==> src/rtl/ws2812b_meter_seq.sv <==
// Purpose : WS2812B bar-graph driver; streams shadowed MAX_LEDS-deep colour frames onto DOUT.
// Latency : first data edge one cycle after the latch/reset gap; frame_done one cycle after last bit.
// Backpr. : none; frames run free while enable is high, a started frame always completes.
//
// Ports:
//   clk, reset_n          clock, asynchronous active-low reset
//   enable                run frames back-to-back while high (sampled at end of RESET)
//   colors[24*SEG_N]      band s colour at [24*s +: 24], sent MSB first
//   seg_ends[16*SEG_N]    band s covers LED indices below seg_ends[16*s +: 16]
//   on_count, max_count   lit LEDs / driven LEDs for the next frame
//   busy                  high while in RESET or DATA
//   frame_done            one-cycle pulse entering RESET after a frame
//   DOUT                  serial data to the strip
module ws2812b_meter_seq #(
    parameter int CLK_PERIOD_NS = 10,
    parameter int SEG_N         = 4,
    parameter int MAX_LEDS      = 256,
    parameter int T0H_NS        = 400,
    parameter int T0L_NS        = 850,
    parameter int T1H_NS        = 800,
    parameter int T1L_NS        = 450,
    parameter int RESET_NS      = 100000,
    parameter int CNT_W         = 16
) (
    input  logic                  clk,
    input  logic                  reset_n,
    input  logic                  enable,
    input  logic [24*SEG_N-1:0]   colors,
    input  logic [16*SEG_N-1:0]   seg_ends,
    input  logic [15:0]           on_count,
    input  logic [15:0]           max_count,
    output logic                  busy,
    output logic                  frame_done,
    output logic                  DOUT
);

    localparam logic [CNT_W-1:0] T0H_CYC  = CNT_W'(T0H_NS / CLK_PERIOD_NS);
    localparam logic [CNT_W-1:0] T1H_CYC  = CNT_W'(T1H_NS / CLK_PERIOD_NS);
    localparam logic [CNT_W-1:0] T0_LAST  = CNT_W'((T0H_NS / CLK_PERIOD_NS) + (T0L_NS / CLK_PERIOD_NS) - 1);
    localparam logic [CNT_W-1:0] T1_LAST  = CNT_W'((T1H_NS / CLK_PERIOD_NS) + (T1L_NS / CLK_PERIOD_NS) - 1);
    localparam logic [CNT_W-1:0] RST_LAST = CNT_W'((RESET_NS / CLK_PERIOD_NS) - 1);
    localparam logic [15:0]      MAX_LEDS_W = 16'(MAX_LEDS);

    typedef enum logic [1:0] {
        S_IDLE,
        S_RESET,
        S_DATA
    } state_t;

    state_t               state;
    state_t               nextState;

    logic [CNT_W-1:0]     cnt;
    logic [15:0]          ledIdx;
    logic [4:0]           bitIdx;
    logic [23:0]          curColor;

    logic [24*SEG_N-1:0]  shColors;
    logic [16*SEG_N-1:0]  shSegEnds;
    logic [15:0]          shEffOn;
    logic [15:0]          shEffMax;

    logic [15:0]          liveEffMax;
    logic [15:0]          liveEffOn;
    logic                 curBit;
    logic [CNT_W-1:0]     hiCyc;
    logic [CNT_W-1:0]     bitLastCnt;
    logic                 rstLast;
    logic                 bitLast;
    logic                 lastLed;
    logic                 frameEmpty;
    logic                 dataEnd;
    logic [23:0]          nextColor;
    logic [23:0]          firstColor;

    // Lowest-numbered band whose end lies above idx wins; if none does the
    // top band is used. Anything at or past the lit count is black.
    function automatic logic [23:0] ledColor(
        input logic [15:0]          idx,
        input logic [24*SEG_N-1:0]  cols,
        input logic [16*SEG_N-1:0]  ends,
        input logic [15:0]          onLimit
    );
        logic [23:0] c;
        c = cols[24*(SEG_N-1) +: 24];
        for (int s = SEG_N - 1; s >= 0; s--) begin
            if (idx < ends[16*s +: 16]) begin
                c = cols[24*s +: 24];
            end
        end
        if (idx >= onLimit) begin
            c = 24'h000000;
        end
        return c;
    endfunction

    always_comb begin
        liveEffMax = (max_count > MAX_LEDS_W) ? MAX_LEDS_W : max_count;
        liveEffOn  = (on_count > liveEffMax) ? liveEffMax : on_count;
        curBit     = curColor[5'd23 - bitIdx];
        hiCyc      = curBit ? T1H_CYC : T0H_CYC;
        bitLastCnt = curBit ? T1_LAST : T0_LAST;
        rstLast    = (cnt == RST_LAST);
        bitLast    = (cnt == bitLastCnt);
        lastLed    = (ledIdx == shEffMax - 16'd1);
        frameEmpty = (shEffMax == 16'd0);
        // An empty frame spends a single DATA cycle with DOUT low, then reports done.
        dataEnd    = frameEmpty || (bitLast && (bitIdx == 5'd23) && lastLed);
        // The following LED's colour is resolved while the current one shifts
        // out, so LED boundaries carry no idle cycle.
        nextColor  = ledColor(ledIdx + 16'd1, shColors, shSegEnds, shEffOn);
        // LED 0 is resolved from the live inputs in the same cycle they are shadowed.
        firstColor = ledColor(16'd0, colors, seg_ends, liveEffOn);
    end

    always_ff @(posedge clk or negedge reset_n) begin
        if (!reset_n) begin
            state <= S_IDLE;
        end else begin
            state <= nextState;
        end
    end

    always_comb begin
        nextState = state;
        busy      = 1'b0;
        DOUT      = 1'b0;
        case (state)
            S_IDLE: begin
                if (enable) begin
                    nextState = S_RESET;
                end
            end
            S_RESET: begin
                busy = 1'b1;
                if (rstLast) begin
                    nextState = enable ? S_DATA : S_IDLE;
                end
            end
            S_DATA: begin
                busy = 1'b1;
                DOUT = !frameEmpty && (cnt < hiCyc);
                if (dataEnd) begin
                    nextState = S_RESET;
                end
            end
            default: begin
                nextState = S_IDLE;
            end
        endcase
    end

    always_ff @(posedge clk or negedge reset_n) begin
        if (!reset_n) begin
            cnt        <= '0;
            ledIdx     <= '0;
            bitIdx     <= '0;
            curColor   <= '0;
            shColors   <= '0;
            shSegEnds  <= '0;
            shEffOn    <= '0;
            shEffMax   <= '0;
            frame_done <= 1'b0;
        end else begin
            frame_done <= 1'b0;
            case (state)
                S_IDLE: begin
                    cnt <= '0;
                end
                S_RESET: begin
                    if (rstLast) begin
                        cnt <= '0;
                        if (enable) begin
                            shColors  <= colors;
                            shSegEnds <= seg_ends;
                            shEffOn   <= liveEffOn;
                            shEffMax  <= liveEffMax;
                            ledIdx    <= '0;
                            bitIdx    <= '0;
                            curColor  <= firstColor;
                        end
                    end else begin
                        cnt <= cnt + 1'b1;
                    end
                end
                S_DATA: begin
                    if (dataEnd) begin
                        frame_done <= 1'b1;
                        cnt        <= '0;
                    end else if (bitLast) begin
                        cnt <= '0;
                        if (bitIdx == 5'd23) begin
                            bitIdx   <= '0;
                            ledIdx   <= ledIdx + 16'd1;
                            curColor <= nextColor;
                        end else begin
                            bitIdx <= bitIdx + 5'd1;
                        end
                    end else begin
                        cnt <= cnt + 1'b1;
                    end
                end
                default: begin
                    cnt <= '0;
                end
            endcase
        end
    end

endmodule

==> config.mk <==
export PLATFORM = sky130hd
export DESIGN_NAME = ws2812b_meter_seq
export DESIGN_NICKNAME = d
export VERILOG_FILES = /design/src/rtl/ws2812b_meter_seq.sv
export SDC_FILE = /design/constraint.sdc
export NUM_CORES = 1
export LEC_CHECK = 0
export BUFFER_PORTS_ARGS = -buffer_cell sky130_fd_sc_hd__buf_2
export CAP_MARGIN = 20
export CORE_MARGIN = 3
export CORE_UTILIZATION = 30
export DETAILED_ROUTE_END_ITERATION = 10
export SETUP_SLACK_MARGIN = 0.2
export SKIP_LAST_GASP = 1
export SYNTH_ARGS = -nofsm -noshare
export SYNTH_HDL_FRONTEND = slang
export SYNTH_SLANG_ARGS = --single-unit
==> constraint.sdc <==
create_clock -name clk -period 6.2 [get_ports clk]
set_input_delay 0.93 -clock clk [delete_from_list [all_inputs] [get_ports clk]]
set_output_delay 0.93 -clock clk [all_outputs]
set_load 0.01 [all_outputs]
==> flow_metrics.env <==
export IMPL_result_of_the_run="finished clean"
export IMPL_finalCriticalPeriod_ps=5020
export IMPL_final_cell_mix="nand2_1, dfrtp_1, buf_2"
export IMPL_place_detailed_instances=2385
export IMPL_initial_utilization_pct=30.6
export IMPL_route_antenna_remaining_nets=0
export IMPL_fin_ws_ps=1180
export IMPL_routed_via_count=12300
export IMPL_die_x_um=225
export IMPL_ys_seq_area_share_pct=41.7
export IMPL_final_common_cell="nand2_1"
export IMPL_crit_path_slowest_cell="dfrtp_1"
export IMPL_sequence_of_cells_on_the_critical_path="nand3_1, nor3_1, and3_1, nand3_1, nor4_1, xnor2_1, ha_1, nand4_1, or3_1, o221ai_2, buf_4, mux2_2, mux2_2, a222oi_1, mux2i_1"
export IMPL_critPathMaxStageDelay_ps=630
export IMPL_post_cts_hold_buffer_count=0
export IMPL_slew_violations=0
export IMPL_post_cts_setup_repair_bufs=0
export IMPL_drt_wl_total_um=42000
export IMPL_startpoint_type="register"
export IMPL_coreArea_um2=47000
export IMPL_die_area_um2=50600
export IMPL_post_synth_main_area_contributors="dfrtp_1, nand2_1, ha_1"
export IMPL_area_delta_synth_final_pct=18.7
export IMPL_max_vdd_ir_drop_mv=0.235
export IMPL_drive_above_1_share_pct=17.9
export IMPL_ys_seq_elements=240
export IMPL_grt_pass1_wl_um=67000
export IMPL_grt_max_degree=126
export IMPL_cp_arrival_ps=5430
export IMPL_diodes=0
export IMPL_detail_route_iter0_violations=923
export IMPL_timing_worst_setup_path_type="reg -> reg"
export IMPL_synth_top_cell_by_area="dfrtp_1"
export IMPL_worst_slew_pin_tran_ps=1090
export IMPL_timing_hold_violations_final=0
export IMPL_insertion_delay_to_the_later_sink_of_the_worst_skew_pair_ps=570
export IMPL_design_portCount=198
export IMPL_synth_flop_cell="dfrtp_1"
export IMPL_max_cap_violations=0
export IMPL_dpl_worst_slack_ps=1220
export IMPL_cp_max_fo=24
export IMPL_critPathCaptureType="register"
export IMPL_synthArstFlopShare_pct=100
export IMPL_mappedNetlistArea_um2=14400
export IMPL_tritoncts_num_buffers=30
export IMPL_finalNonFillerCells=2441
export IMPL_static_leakage_power_nw=8.57
export IMPL_detail_placement_hpwl_um=29400
export IMPL_final_nets=2096
export IMPL_cts_root_to_sink_buffers=3
export IMPL_max_clk_rate_ghz=0.199
export IMPL_critical_path_reg2reg_startpoint="ledIdx[0]"
export IMPL_overflow=0
export IMPL_dr_pass1_iters=5
export IMPL_reg2reg_setup_slack_ps=1180
export IMPL_timing_reg2reg_worst_path_depth=15
export IMPL_place_port_buffers=181
export IMPL_finalSetupTns_ps=0
export IMPL_clock_skew_ps=11.2
export IMPL_clk_root_buffer_cell="clkbuf_16"
export IMPL_synthesis_yosys_warnings=0
export IMPL_post_synth_num_cell_types=69
export IMPL_post_cts_resized_instances=0
export IMPL_worst_slew_margin_rel_pct=27.5
export IMPL_fin_worst_hold_slack_ps=439
export IMPL_wl_per_cell_um=17.2
export IMPL_synth_avg_cell_area_um2=8.70
export IMPL_post_synth_inst_count=1654
export IMPL_clk_pin_slew_worst_paths_ps=60
export IMPL_cp_data_required_time_ps=6620
export IMPL_remaining_drc_errors=0
export IMPL_timing_final_setup_violations=0
export IMPL_number_of_enable_type_register_cells_in_the_synthesized_netlist=0
export IMPL_core_rowCount=79
export IMPL_cts_htree_levels=1
export IMPL_synth_top_cell_area_share_pct=41.7
export IMPL_tritoncts_clock_tree="yes"
export IMPL_routabilityCongestion=0.856
export IMPL_path_category_of_the_worst_min_delay_check="in -> async"
export IMPL_number_of_global_route_vias_before_repair=12000
export IMPL_final_min_period_over_clock_period_pct=80.9
export IMPL_floorplan_die_height_um=225
export IMPL_grt_setup_unrepaired="false"
export IMPL_grt_antenna_before_repair=2
export IMPL_vias_per_cell=5.03
export IMPL_regToRegEndpoint="curColor[22]"
export IMPL_gr_usage_all_layers_pct=16.4
export IMPL_power_per_cell_area_nw_per_um2=263
export IMPL_cts_sinks=240
[kinds of logic after synthesis]
kind of cell    count (synthesis)  share of synthesized area (%)
simple gates                  685                           20.9
compound gates                274                           12.1
flops                         240                           41.7
buf+inv                       203                           5.52
mux                           119                           9.35
fa+ha+maj                      90                           7.83
xor+xnor                       42                           2.56
other cells                     1                         0.0261
[metrics by stage]
step	total power [mW]	util [%]	instance area [µm²]
detailed placement	2.53	34.0	16000
global route	4.72	36.4	17100
global placement	2.51	34.0	16000
finish	4.49	36.4	17100
CTS	4.55	36.4	17100
floorplan	2.27	-	14400
[area by class of cell]
type	instances	area (µm²)
repair buffers	203	1090
well taps	607	759
clock inverters	17	278
fillers	4734	29900
clock buffers	38	842
flip-flops and latches	240	6010
multi-input cells	1217	7660
inverters	119	447
[sequential cells by signal, indices dropped and copies added (netlist names), 5 cells and up]
signal	cells
bitIdx	5
cnt	16
curColor	24
ledIdx	16
shColors	96
shEffMax	16
shEffOn	16
shSegEnds	48
[synth_stat cells (8+ instances only)]
| library cell | n |
|---|---|
| nand2_1 | 433 |
| dfrtp_1 | 240 |
| inv_1 | 119 |
| o21ai_0 | 104 |
| ha_1 | 90 |
| clkbuf_1 | 74 |
| a21oi_1 | 73 |
| nor2_1 | 71 |
| mux2i_1 | 61 |
| mux2_2 | 49 |
| nand3_1 | 39 |
| and2_1 | 29 |
| xnor2_1 | 28 |
| nor4_1 | 26 |
| a222oi_1 | 24 |
| nand4_1 | 18 |
| nor3_1 | 18 |
| xor2_1 | 14 |
| a21o_1 | 13 |
| and3_1 | 9 |
| or3_1 | 9 |
| or4_1 | 8 |
[worst max path at each step]
| stage | end | startpoint |
|---|---|---|
| 2_1_floorplan | curColor[10] | ledIdx[7] |
| 3_3_place_gp | curColor[22] | ledIdx[0] |
| 3_5_place_dp | curColor[22] | ledIdx[0] |
| 4_1_cts | curColor[22] | ledIdx[0] |
| 5_1_grt | curColor[22] | ledIdx[0] |
| 6_report | curColor[22] | ledIdx[0] |
[where the power goes]
group          switching [mW]  internal (mW)  leakage, nW
Sequential             0.0823           1.72         3.01
Clock                   0.740           1.25        0.543
Combinational           0.403          0.302         5.01
[per-layer routing]
layer  vias up  wire length [µm]  global-route usage (%)
met5         -                23                       0
met2       291             19500                    27.0
met1      5928             19700                    23.2
met3        53              1960                    2.21
met4         4               844                    3.79
li1       5996                 -                       -
[worst max-delay path: cells and delay by family (launching register included)]
kind	cells	cell delay [ps]
AND/OR/NAND/NOR	7	1900
multiplexers	3	750
flip-flops	1	630
AO/OA/AOI/OAI	2	480
buffers and inverters	1	410
adder cells (fa/ha/maj)	1	380
XOR/XNOR	1	290
Note: power is estimated with default switching activity, not from simulation.
